[config.mk]
export PLATFORM = sky130hd
export DESIGN_NAME = fft_peak_detect
export DESIGN_NICKNAME = d
export VERILOG_FILES = /design/src/rtl/phase_pkg.sv /design/src/rtl/fft_peak_detect_mag_sq.sv /design/src/rtl/fft_peak_detect.sv
export SDC_FILE = /design/constraint.sdc
export NUM_CORES = 2
export LEC_CHECK = 0
export CAP_MARGIN = 20
export CORE_MARGIN = 4
export CORE_UTILIZATION = 35
export DETAILED_ROUTE_END_ITERATION = 8
export PLACE_DENSITY = 0.58
export SYNTH_ARGS = -nofsm -noshare
export SYNTH_HDL_FRONTEND = slang
export SYNTH_HIERARCHICAL = 1
export SYNTH_SLANG_ARGS = --single-unit
[constraint.sdc]
create_clock -name clk -period 17.9 [get_ports clk]
set_clock_uncertainty 0.1 [all_clocks]
set_input_delay 2.685 -clock clk [delete_from_list [all_inputs] [get_ports clk]]
set_output_delay 2.685 -clock clk [all_outputs]
set_load 0.02 [all_outputs]
[src/rtl/phase_pkg.sv]
// Shared types and constants for the FFT post-processing blocks (peak search, phase).
package phase_pkg;

    localparam int FFT_DEPTH_DEF = 11;
    localparam int FFT_WIDTH_DEF = 25;
    localparam int PEAK_LATENCY  = 4;

    typedef logic signed [FFT_WIDTH_DEF-1:0] fft_sample_t;
    typedef logic        [2*FFT_WIDTH_DEF-1:0] fft_mag_t;

    typedef enum logic {
        IDLE,
        FRAME
    } peak_state_t;

endpackage

[src/rtl/fft_peak_detect_mag_sq.sv]
// mag_sq: two registered stages computing Re^2+Im^2, carrying the sample's
// Re/Im, bin index and frame flags alongside so they stay aligned with the magnitude.
module mag_sq #(
    parameter int FFT_DEPTH = 11,
    parameter int FFT_WIDTH = 25
) (
    input  logic                          clk,
    input  logic                          reset,
    input  logic signed [FFT_WIDTH-1:0]   i_re,
    input  logic signed [FFT_WIDTH-1:0]   i_im,
    input  logic [FFT_DEPTH-1:0]          i_bin,
    input  logic                          i_sop,
    input  logic                          i_eop,
    input  logic                          i_valid,
    input  logic                          i_err,
    output logic signed [FFT_WIDTH-1:0]   o_re,
    output logic signed [FFT_WIDTH-1:0]   o_im,
    output logic [FFT_DEPTH-1:0]          o_bin,
    output logic [2*FFT_WIDTH-1:0]        o_mag,
    output logic                          o_sop,
    output logic                          o_eop,
    output logic                          o_valid,
    output logic                          o_err
);

    // A square is never negative and at most 2^(2W-2), so 2W-1 bits hold it exactly.
    logic signed [2*FFT_WIDTH-2:0] w_reExt;
    logic signed [2*FFT_WIDTH-2:0] w_imExt;
    logic        [2*FFT_WIDTH-2:0] w_reSq;
    logic        [2*FFT_WIDTH-2:0] w_imSq;

    assign w_reExt = {{(FFT_WIDTH-1){i_re[FFT_WIDTH-1]}}, i_re};
    assign w_imExt = {{(FFT_WIDTH-1){i_im[FFT_WIDTH-1]}}, i_im};
    assign w_reSq  = w_reExt * w_reExt;
    assign w_imSq  = w_imExt * w_imExt;

    logic        [2*FFT_WIDTH-2:0] r_reSq, r_imSq;
    logic signed [FFT_WIDTH-1:0]   r_aRe, r_aIm, r_bRe, r_bIm;
    logic        [FFT_DEPTH-1:0]   r_aBin, r_bBin;
    logic        [3:0]             r_aFlags, r_bFlags;
    logic        [2*FFT_WIDTH-1:0] r_mag;

    always_ff @(posedge clk or negedge reset) begin
        if (!reset) begin
            r_reSq   <= '0;
            r_imSq   <= '0;
            r_aRe    <= '0;
            r_aIm    <= '0;
            r_aBin   <= '0;
            r_aFlags <= '0;
            r_mag    <= '0;
            r_bRe    <= '0;
            r_bIm    <= '0;
            r_bBin   <= '0;
            r_bFlags <= '0;
        end else begin
            r_reSq   <= w_reSq;
            r_imSq   <= w_imSq;
            r_aRe    <= i_re;
            r_aIm    <= i_im;
            r_aBin   <= i_bin;
            r_aFlags <= {i_valid, i_sop, i_eop, i_err};
            r_mag    <= {1'b0, r_reSq} + {1'b0, r_imSq};
            r_bRe    <= r_aRe;
            r_bIm    <= r_aIm;
            r_bBin   <= r_aBin;
            r_bFlags <= r_aFlags;
        end
    end

    assign o_re    = r_bRe;
    assign o_im    = r_bIm;
    assign o_bin   = r_bBin;
    assign o_mag   = r_mag;
    assign o_valid = r_bFlags[3];
    assign o_sop   = r_bFlags[2];
    assign o_eop   = r_bFlags[1];
    assign o_err   = r_bFlags[0];

endmodule

[src/rtl/fft_peak_detect.sv]
// fft_peak_detect: scans one FFT output frame for the strongest bin in
// [BIN_MIN, BIN_MAX] and reports its index, Re/Im and |X|^2, or flags a malformed frame.
module fft_peak_detect
    import phase_pkg::*;
#(
    parameter int FFT_DEPTH = FFT_DEPTH_DEF,
    parameter int FFT_WIDTH = FFT_WIDTH_DEF,
    parameter int BIN_MIN   = 1,
    parameter int BIN_MAX   = 1023
) (
    input  logic                          clk,
    input  logic                          reset,
    input  logic                          sink_sop,
    input  logic                          sink_eop,
    input  logic                          sink_valid,
    input  logic signed [FFT_WIDTH-1:0]   sink_re,
    input  logic signed [FFT_WIDTH-1:0]   sink_im,
    output logic                          source_valid,
    output logic [FFT_DEPTH-1:0]          source_bin,
    output logic signed [FFT_WIDTH-1:0]   source_re,
    output logic signed [FFT_WIDTH-1:0]   source_im,
    output logic [2*FFT_WIDTH-1:0]        source_mag,
    output logic                          error
);

    localparam logic [FFT_DEPTH-1:0] BIN_LO   = FFT_DEPTH'(BIN_MIN);
    localparam logic [FFT_DEPTH-1:0] BIN_HI   = FFT_DEPTH'(BIN_MAX);
    localparam logic [FFT_DEPTH-1:0] LAST_BIN = '1;

    peak_state_t                 r_state, w_nextState;
    logic [FFT_DEPTH-1:0]        r_binCnt;
    logic [FFT_DEPTH-1:0]        w_bin;
    logic                        w_accept;
    logic                        w_err;

    assign w_bin    = sink_sop ? '0 : r_binCnt + FFT_DEPTH'(1);
    assign w_accept = sink_valid && (sink_sop || (r_state == FRAME));
    assign w_err    = w_accept && ((sink_sop && ((r_state == FRAME) || sink_eop)) ||
                                   (sink_eop && (w_bin != LAST_BIN)));

    always_ff @(posedge clk or negedge reset) begin
        if (!reset) r_state <= IDLE;
        else        r_state <= w_nextState;
    end

    // A sop always (re)opens a frame unless it also closes it; any accepted eop closes it.
    always_comb begin
        w_nextState = r_state;
        if (sink_valid && sink_sop && !sink_eop)
            w_nextState = FRAME;
        else if (w_accept && sink_eop)
            w_nextState = IDLE;
    end

    logic signed [FFT_WIDTH-1:0] r_s1Re, r_s1Im;
    logic [FFT_DEPTH-1:0]        r_s1Bin;
    logic                        r_s1Valid, r_s1Sop, r_s1Eop, r_s1Err;

    always_ff @(posedge clk or negedge reset) begin
        if (!reset) begin
            r_binCnt  <= '0;
            r_s1Re    <= '0;
            r_s1Im    <= '0;
            r_s1Bin   <= '0;
            r_s1Valid <= 1'b0;
            r_s1Sop   <= 1'b0;
            r_s1Eop   <= 1'b0;
            r_s1Err   <= 1'b0;
        end else begin
            if (w_accept) r_binCnt <= w_bin;
            r_s1Re    <= sink_re;
            r_s1Im    <= sink_im;
            r_s1Bin   <= w_bin;
            r_s1Valid <= w_accept;
            r_s1Sop   <= sink_valid && sink_sop;
            r_s1Eop   <= w_accept && sink_eop;
            r_s1Err   <= w_err;
        end
    end

    logic signed [FFT_WIDTH-1:0] w_mRe, w_mIm;
    logic [FFT_DEPTH-1:0]        w_mBin;
    logic [2*FFT_WIDTH-1:0]      w_mMag;
    logic                        w_mSop, w_mEop, w_mValid, w_mErr;

    mag_sq #(
        .FFT_DEPTH (FFT_DEPTH),
        .FFT_WIDTH (FFT_WIDTH)
    ) u_magSq (
        .clk     (clk),
        .reset   (reset),
        .i_re    (r_s1Re),
        .i_im    (r_s1Im),
        .i_bin   (r_s1Bin),
        .i_sop   (r_s1Sop),
        .i_eop   (r_s1Eop),
        .i_valid (r_s1Valid),
        .i_err   (r_s1Err),
        .o_re    (w_mRe),
        .o_im    (w_mIm),
        .o_bin   (w_mBin),
        .o_mag   (w_mMag),
        .o_sop   (w_mSop),
        .o_eop   (w_mEop),
        .o_valid (w_mValid),
        .o_err   (w_mErr)
    );

    logic [2*FFT_WIDTH-1:0]      r_maxMag, w_baseMag;
    logic [FFT_DEPTH-1:0]        r_maxBin, w_baseBin;
    logic signed [FFT_WIDTH-1:0] r_maxRe, r_maxIm, w_baseRe, w_baseIm;
    logic                        w_take;
    logic                        r_doneGood, r_doneErr;

    // The sop sample compares against a cleared max, so each frame starts fresh
    // and an all-zero frame leaves the default bin BIN_MIN with magnitude 0.
    always_comb begin
        w_baseMag = r_maxMag;
        w_baseBin = r_maxBin;
        w_baseRe  = r_maxRe;
        w_baseIm  = r_maxIm;
        if (w_mSop) begin
            w_baseMag = '0;
            w_baseBin = BIN_LO;
            w_baseRe  = '0;
            w_baseIm  = '0;
        end
        w_take = w_mValid && (w_mBin >= BIN_LO) && (w_mBin <= BIN_HI) && (w_mMag > w_baseMag);
    end

    always_ff @(posedge clk or negedge reset) begin
        if (!reset) begin
            r_maxMag     <= '0;
            r_maxBin     <= '0;
            r_maxRe      <= '0;
            r_maxIm      <= '0;
            r_doneGood   <= 1'b0;
            r_doneErr    <= 1'b0;
            source_valid <= 1'b0;
            source_bin   <= '0;
            source_re    <= '0;
            source_im    <= '0;
            source_mag   <= '0;
            error        <= 1'b0;
        end else begin
            if (w_mValid) begin
                r_maxMag <= w_take ? w_mMag : w_baseMag;
                r_maxBin <= w_take ? w_mBin : w_baseBin;
                r_maxRe  <= w_take ? w_mRe  : w_baseRe;
                r_maxIm  <= w_take ? w_mIm  : w_baseIm;
            end
            r_doneGood   <= w_mValid && w_mEop && !w_mErr;
            r_doneErr    <= w_mValid && w_mErr;
            source_valid <= r_doneGood;
            error        <= r_doneErr;
            if (r_doneGood) begin
                source_bin <= r_maxBin;
                source_re  <= r_maxRe;
                source_im  <= r_maxIm;
                source_mag <= r_maxMag;
            end
        end
    end

endmodule

* Word-level counts from Yosys, hierarchy flattened
Cells that the tools add are included.
** Operators by class
- Add/sub/neg operators :: 2
- Multiply operators :: 2
- $lt $le $gt $ge :: 3
- Equality and inequality tests :: 1
- Multiplexer cells :: 10
- Reduce and logical (&&, ||, !) cells :: 21
** Operators with widths (count)
- $mux 50 :: 2
- $mul 25x25->49 :: 2
- $mux 25 :: 3
- $add 49x49->50 :: 1
- $gt 50x50->1 :: 1
- $mux 11 :: 3
- $logic_and 1x1->1 :: 13
- $add 11x1->11 const B :: 1
- $ge 11x1->1 const B :: 1
- $le 11x10->1 const B :: 1
- $ne 11x11->1 const B :: 1
- $reduce_bool 2->1 :: 2
- $logic_or 1x1->1 :: 3
- $logic_not 1->1 :: 2
- $mux 1 :: 2
- $reduce_and 2->1 :: 1
** Word-level totals
- Register bits :: 581
- Bits of input ports :: 55
- Output and inout port bits :: 113
- Word-level logic and storage cells :: 71

* Depth between registers and ports, before layout
- Depth in word-level cells :: 6
- Gate-level depth with buffers :: 29
- Depth with buffers taken out :: 27

* Hierarchy
The synthesis kept the hierarchy.
** By module, submodules not included
- mag_sq :: times used 1, cells each 4799, area an instance 49258.5 µm², sequential area each 6856.6 µm²
- fft_peak_detect :: times used 1, cells each 896, area an instance 12396.9 µm², sequential area each 7582.3 µm²

* Worst setup path before layout
Ideal clock, no wire load.
- Kind :: register to register
- Start point :: register r_s1Im[24]
- End point :: register u_magSq.r_imSq[46]
- Library setup time :: 0.079 ns
- Arrival time :: 7.344 ns
- Required time :: 17.721 ns
- Slack :: 10.377 ns
- Cell stages (with the launch flop) :: 27
- Path buffers :: 2
- Period minus slack after synthesis :: 7.523 ns
- Cell sequence :: dfrtp_1 clkbuf_1 clkbuf_1 nand2_1 inv_1 fa_1 fa_1 inv_1 fa_1 inv_1 fa_1 fa_1 fa_1 inv_1 fa_1 inv_1 ha_1 nand2_1 or4_1 or2_2 o22ai_1 o211ai_1 o21ai_1 o211ai_1 and3_1 nor3_1 xor2_1
** On the way
- Word-level cells in the longest chain between the ends :: 1
** RTL lines
- from (decl) :: line fft_peak_detect.sv:55 : logic signed [FFT_WIDTH-1:0] r_s1Re, r_s1Im;
- from (signal assigned) :: line fft_peak_detect.sv:72 : r_s1Im <= sink_im;
- $mul 25x25->49 :: line fft_peak_detect_mag_sq.sv:35 : assign w_imSq = w_imExt * w_imExt;
- via u_magSq.w_imSq[46] :: line fft_peak_detect_mag_sq.sv:30 : logic [2*FFT_WIDTH-2:0] w_imSq;
- to (signal assigned) :: line fft_peak_detect_mag_sq.sv:58 : r_imSq <= w_imSq;
- to (decl) :: line fft_peak_detect_mag_sq.sv:37 : logic [2*FFT_WIDTH-2:0] r_reSq, r_imSq;
The timed path passes the listed nets, and every way through them passes these cells.
A chain may end at the register's enable or synchronous reset.

* Worst setup path in the final report
Ends and elaborated chain as after synthesis.

==> reports/metrics.cfg <==
[status]
outcome = complete, no violations

[placement]
dp_cells = 8078
dp_hpwl_um = 118000
finalWeightedCongestion = 0.857
portBuffers = 167

[floorplan]
start_util_pct = 35.3
ioPinCount = 168
fp.dieH_um = 428
dieArea_mm2 = 0.183
design.core.area_mm2 = 0.175
std_cell_rows = 153
die_w_um = 428

[grt]
grt_pass1_wl_um = 245000
antenna_found_initial = 5
gr-total-overflow = 0
use_met3_pct = 2.11
gr-usage-met1_pct = 22.5
grt_pass1_vias = 43864
use_met2_pct = 29.6
grt-busiest-layer = met2
grt_max_degree = 145
groute.usage.overall_pct = 17.2

[logic_synthesis]
ys_seq_area_share_pct = 23.4
ys.flop_type = dfrtp_1
yosysWarnings = 6
synth-edff-count = 0
synth_area_per_cell_um2 = 10.8
yosys.cell_types.count = 85
synth_seq_cells = 577
netlist_instances = 5695
async_flop_share_pct = 100
synthesis.area_mm2 = 0.0617
synth_nets = 7342

[cts]
clockRootBuffer = clkbuf_16
clk_transition_reported_paths_ns = 0.06
post_cts_buffers = 0
clk_latency_ns = 0.66
postCtsResizedCells = 0
cts_tree = built
cts_sinks = 577
clock_path_buffers = 3
holdBufCountCts = 0
cts_made_buffers = 68
h-tree-depth = 3

[drt]
routedWlPerCell_um = 18.3
vias = 38829
antenna_left = 0
drtIter0Drc = 2117
drc_errors = 0
dr.pass1.iters = 5
wl_um = 150000
post_drt_via_cell_ratio = 4.73

[timing]
min_period_over_period_pct = 46.8
layout_min_cycle_time_ns = 8.37
drv_slew = 0
rsz0062_at_grt = no
max_slew_margin_pct = 38.0
max_clock_freq_mhz = 119
setup_viol = 0
fin_setup_tns_ns = 0
finalHoldViolCount = 0
hold_slack_ns = 0.239
tightest_slew_ns = 0.929

[finish]
fillers = 17043
drive_gt1_share_pct = 5.51
fin_cells = 8204
utilization_pct = 39.1
area.growth.synth_to_final_pct = 10.8
fin_nets = 7471

[worst_hold_path]
hold_class = register to register
worstHoldPathCells = 0

[worst_setup_path]
crit_type = register to register
critPathRequiredTime_ns = 18.37
arrival_ns = 8.84
cp_max_fo = 49
crit_path_end_kind = register
cp-start-kind = register
rr_worst_depth = 24

[job]
drv_cap = 0

stage by stage:
step                      setup WS, ns  cell area (um^2)
after global placement            9.60             66000
after CTS                         9.49             68300
final                             9.53             68300
after detailed placement          9.54             66000
after floorplan                  10.38             61700
after global routing              9.01             68300
routing by layer:
metal | vias up | routed length, um
met2 | 724 | 75900
met3 | 213 | 6150
met1 | 20466 | 63900
met4 | 2 | 4550
met5 | - | 11
li1 | 17424 | -
area by class of cell:
type | count | area [um^2] | area share [%]
diodes | 2 | 5.00 | 0.00733
clock buffers | 94 | 1940 | 2.84
clock inverters | 29 | 348 | 0.509
inverters | 1424 | 5350 | 7.82
multi-input cells | 3522 | 41100 | 60.2
flip-flops and latches | 577 | 14400 | 21.1
well taps | 2325 | 2910 | 4.26
repair buffers | 231 | 2190 | 3.21
worst max-delay path, cell delays in order, from the launching register on:
cell and delay (ns):
dfrtp_1 0.33, buf_4 0.40, and2_1 0.29, fa_1 0.58
fa_1 0.67, inv_1 0.22, fa_1 0.53, inv_1 0.05
fa_1 0.48, fa_1 0.54, fa_1 0.50, inv_1 0.05
fa_1 0.47, inv_1 0.04, ha_1 0.36, nand2_1 0.09
or4_1 0.56, or2_2 0.31, o22ai_1 0.35, o211ai_1 0.21
o21ai_1 0.32, o211ai_1 0.21, and3_1 0.19, nor3_1 0.22
xor2_1 0.17
flip-flops by register name, summed over array words and instances (netlist names), 25 cells and up:
signal	flops
r_maxIm	25
r_maxMag	50
r_maxRe	25
r_s1Im	25
r_s1Re	25
source_im	25
source_mag	50
source_re	25
u_magSq/o_im	25
u_magSq/o_mag	50
u_magSq/o_re	25
u_magSq/r_aIm	25
u_magSq/r_aRe	25
u_magSq/r_imSq	47
u_magSq/r_reSq	47
cells in the mapped netlist, types with 12 or more instances:
cell type,count,share of area (%)
and2_1,251,2.5
nor3_1,24,0.19
and3_1,23,0.23
mux2_2,112,2.0
a21oi_1,137,1.1
nor2_1,117,0.71
o21ai_0,58,0.47
a22o_1,60,0.85
xor2_1,62,0.88
ha_1,397,8.1
mux2_1,50,0.91
nand2_1,467,2.8
nor2b_1,50,0.51
o21a_1,18,0.22
dfrtp_1,577,23
nand2b_1,28,0.28
nand3_1,39,0.32
o211ai_1,12,0.15
o21bai_1,16,0.19
a21o_1,57,0.69
xnor2_1,120,1.7
a211oi_1,14,0.17
clkbuf_1,158,0.96
inv_1,1423,8.7
fa_1,1195,39
nand4_1,21,0.21
a21boi_0,54,0.66
path summary, 6_finish.rpt:
| kind | from | endpoint | slack, ns |
|---|---|---|---|
| setup / recovery | r_s1Im[24] | u_magSq/r_imSq[46] | 9.53 |
| hold / removal | u_magSq/r_aRe[14] | u_magSq/o_re[14] | 0.24 |
| setup reg to reg | r_s1Im[24] | u_magSq/r_imSq[46] | 9.53 |
| hold reg to reg | u_magSq/r_aRe[14] | u_magSq/o_re[14] | 0.24 |
| max in group asynchronous | reset | r_s1Im[20] | 13.33 |
| min in group asynchronous | reset | source_re[16] | 2.02 |
cells in the final DEF, fill, tap and decap left out, types with 57 or more instances in the layout:
master           instances
inv_1                 1423
xor2_1                  62
fa_1                  1195
buf_4                   62
a21o_1                  57
o21ai_0                 58
clkbuf_16               69
and2_1                 251
ha_1                   397
nor2_1                 117
xnor2_1                120
dfrtp_1                576
a21oi_1                136
nand2_1                467
mux2_2                 112
clkdlybuf4s50_1        166
a22o_1                  60
cells by family after synthesis:
logic type,synth area share (%)
xor+xnor,2.59
compound gates,5.77
simple gates,8.46
mux,3.01
buf+inv,9.89
flops,23.4
fa+ha+maj,46.9
Power is not shown: default switching activity piles up to over one toggle a cycle in this logic, so the estimate is an artifact.
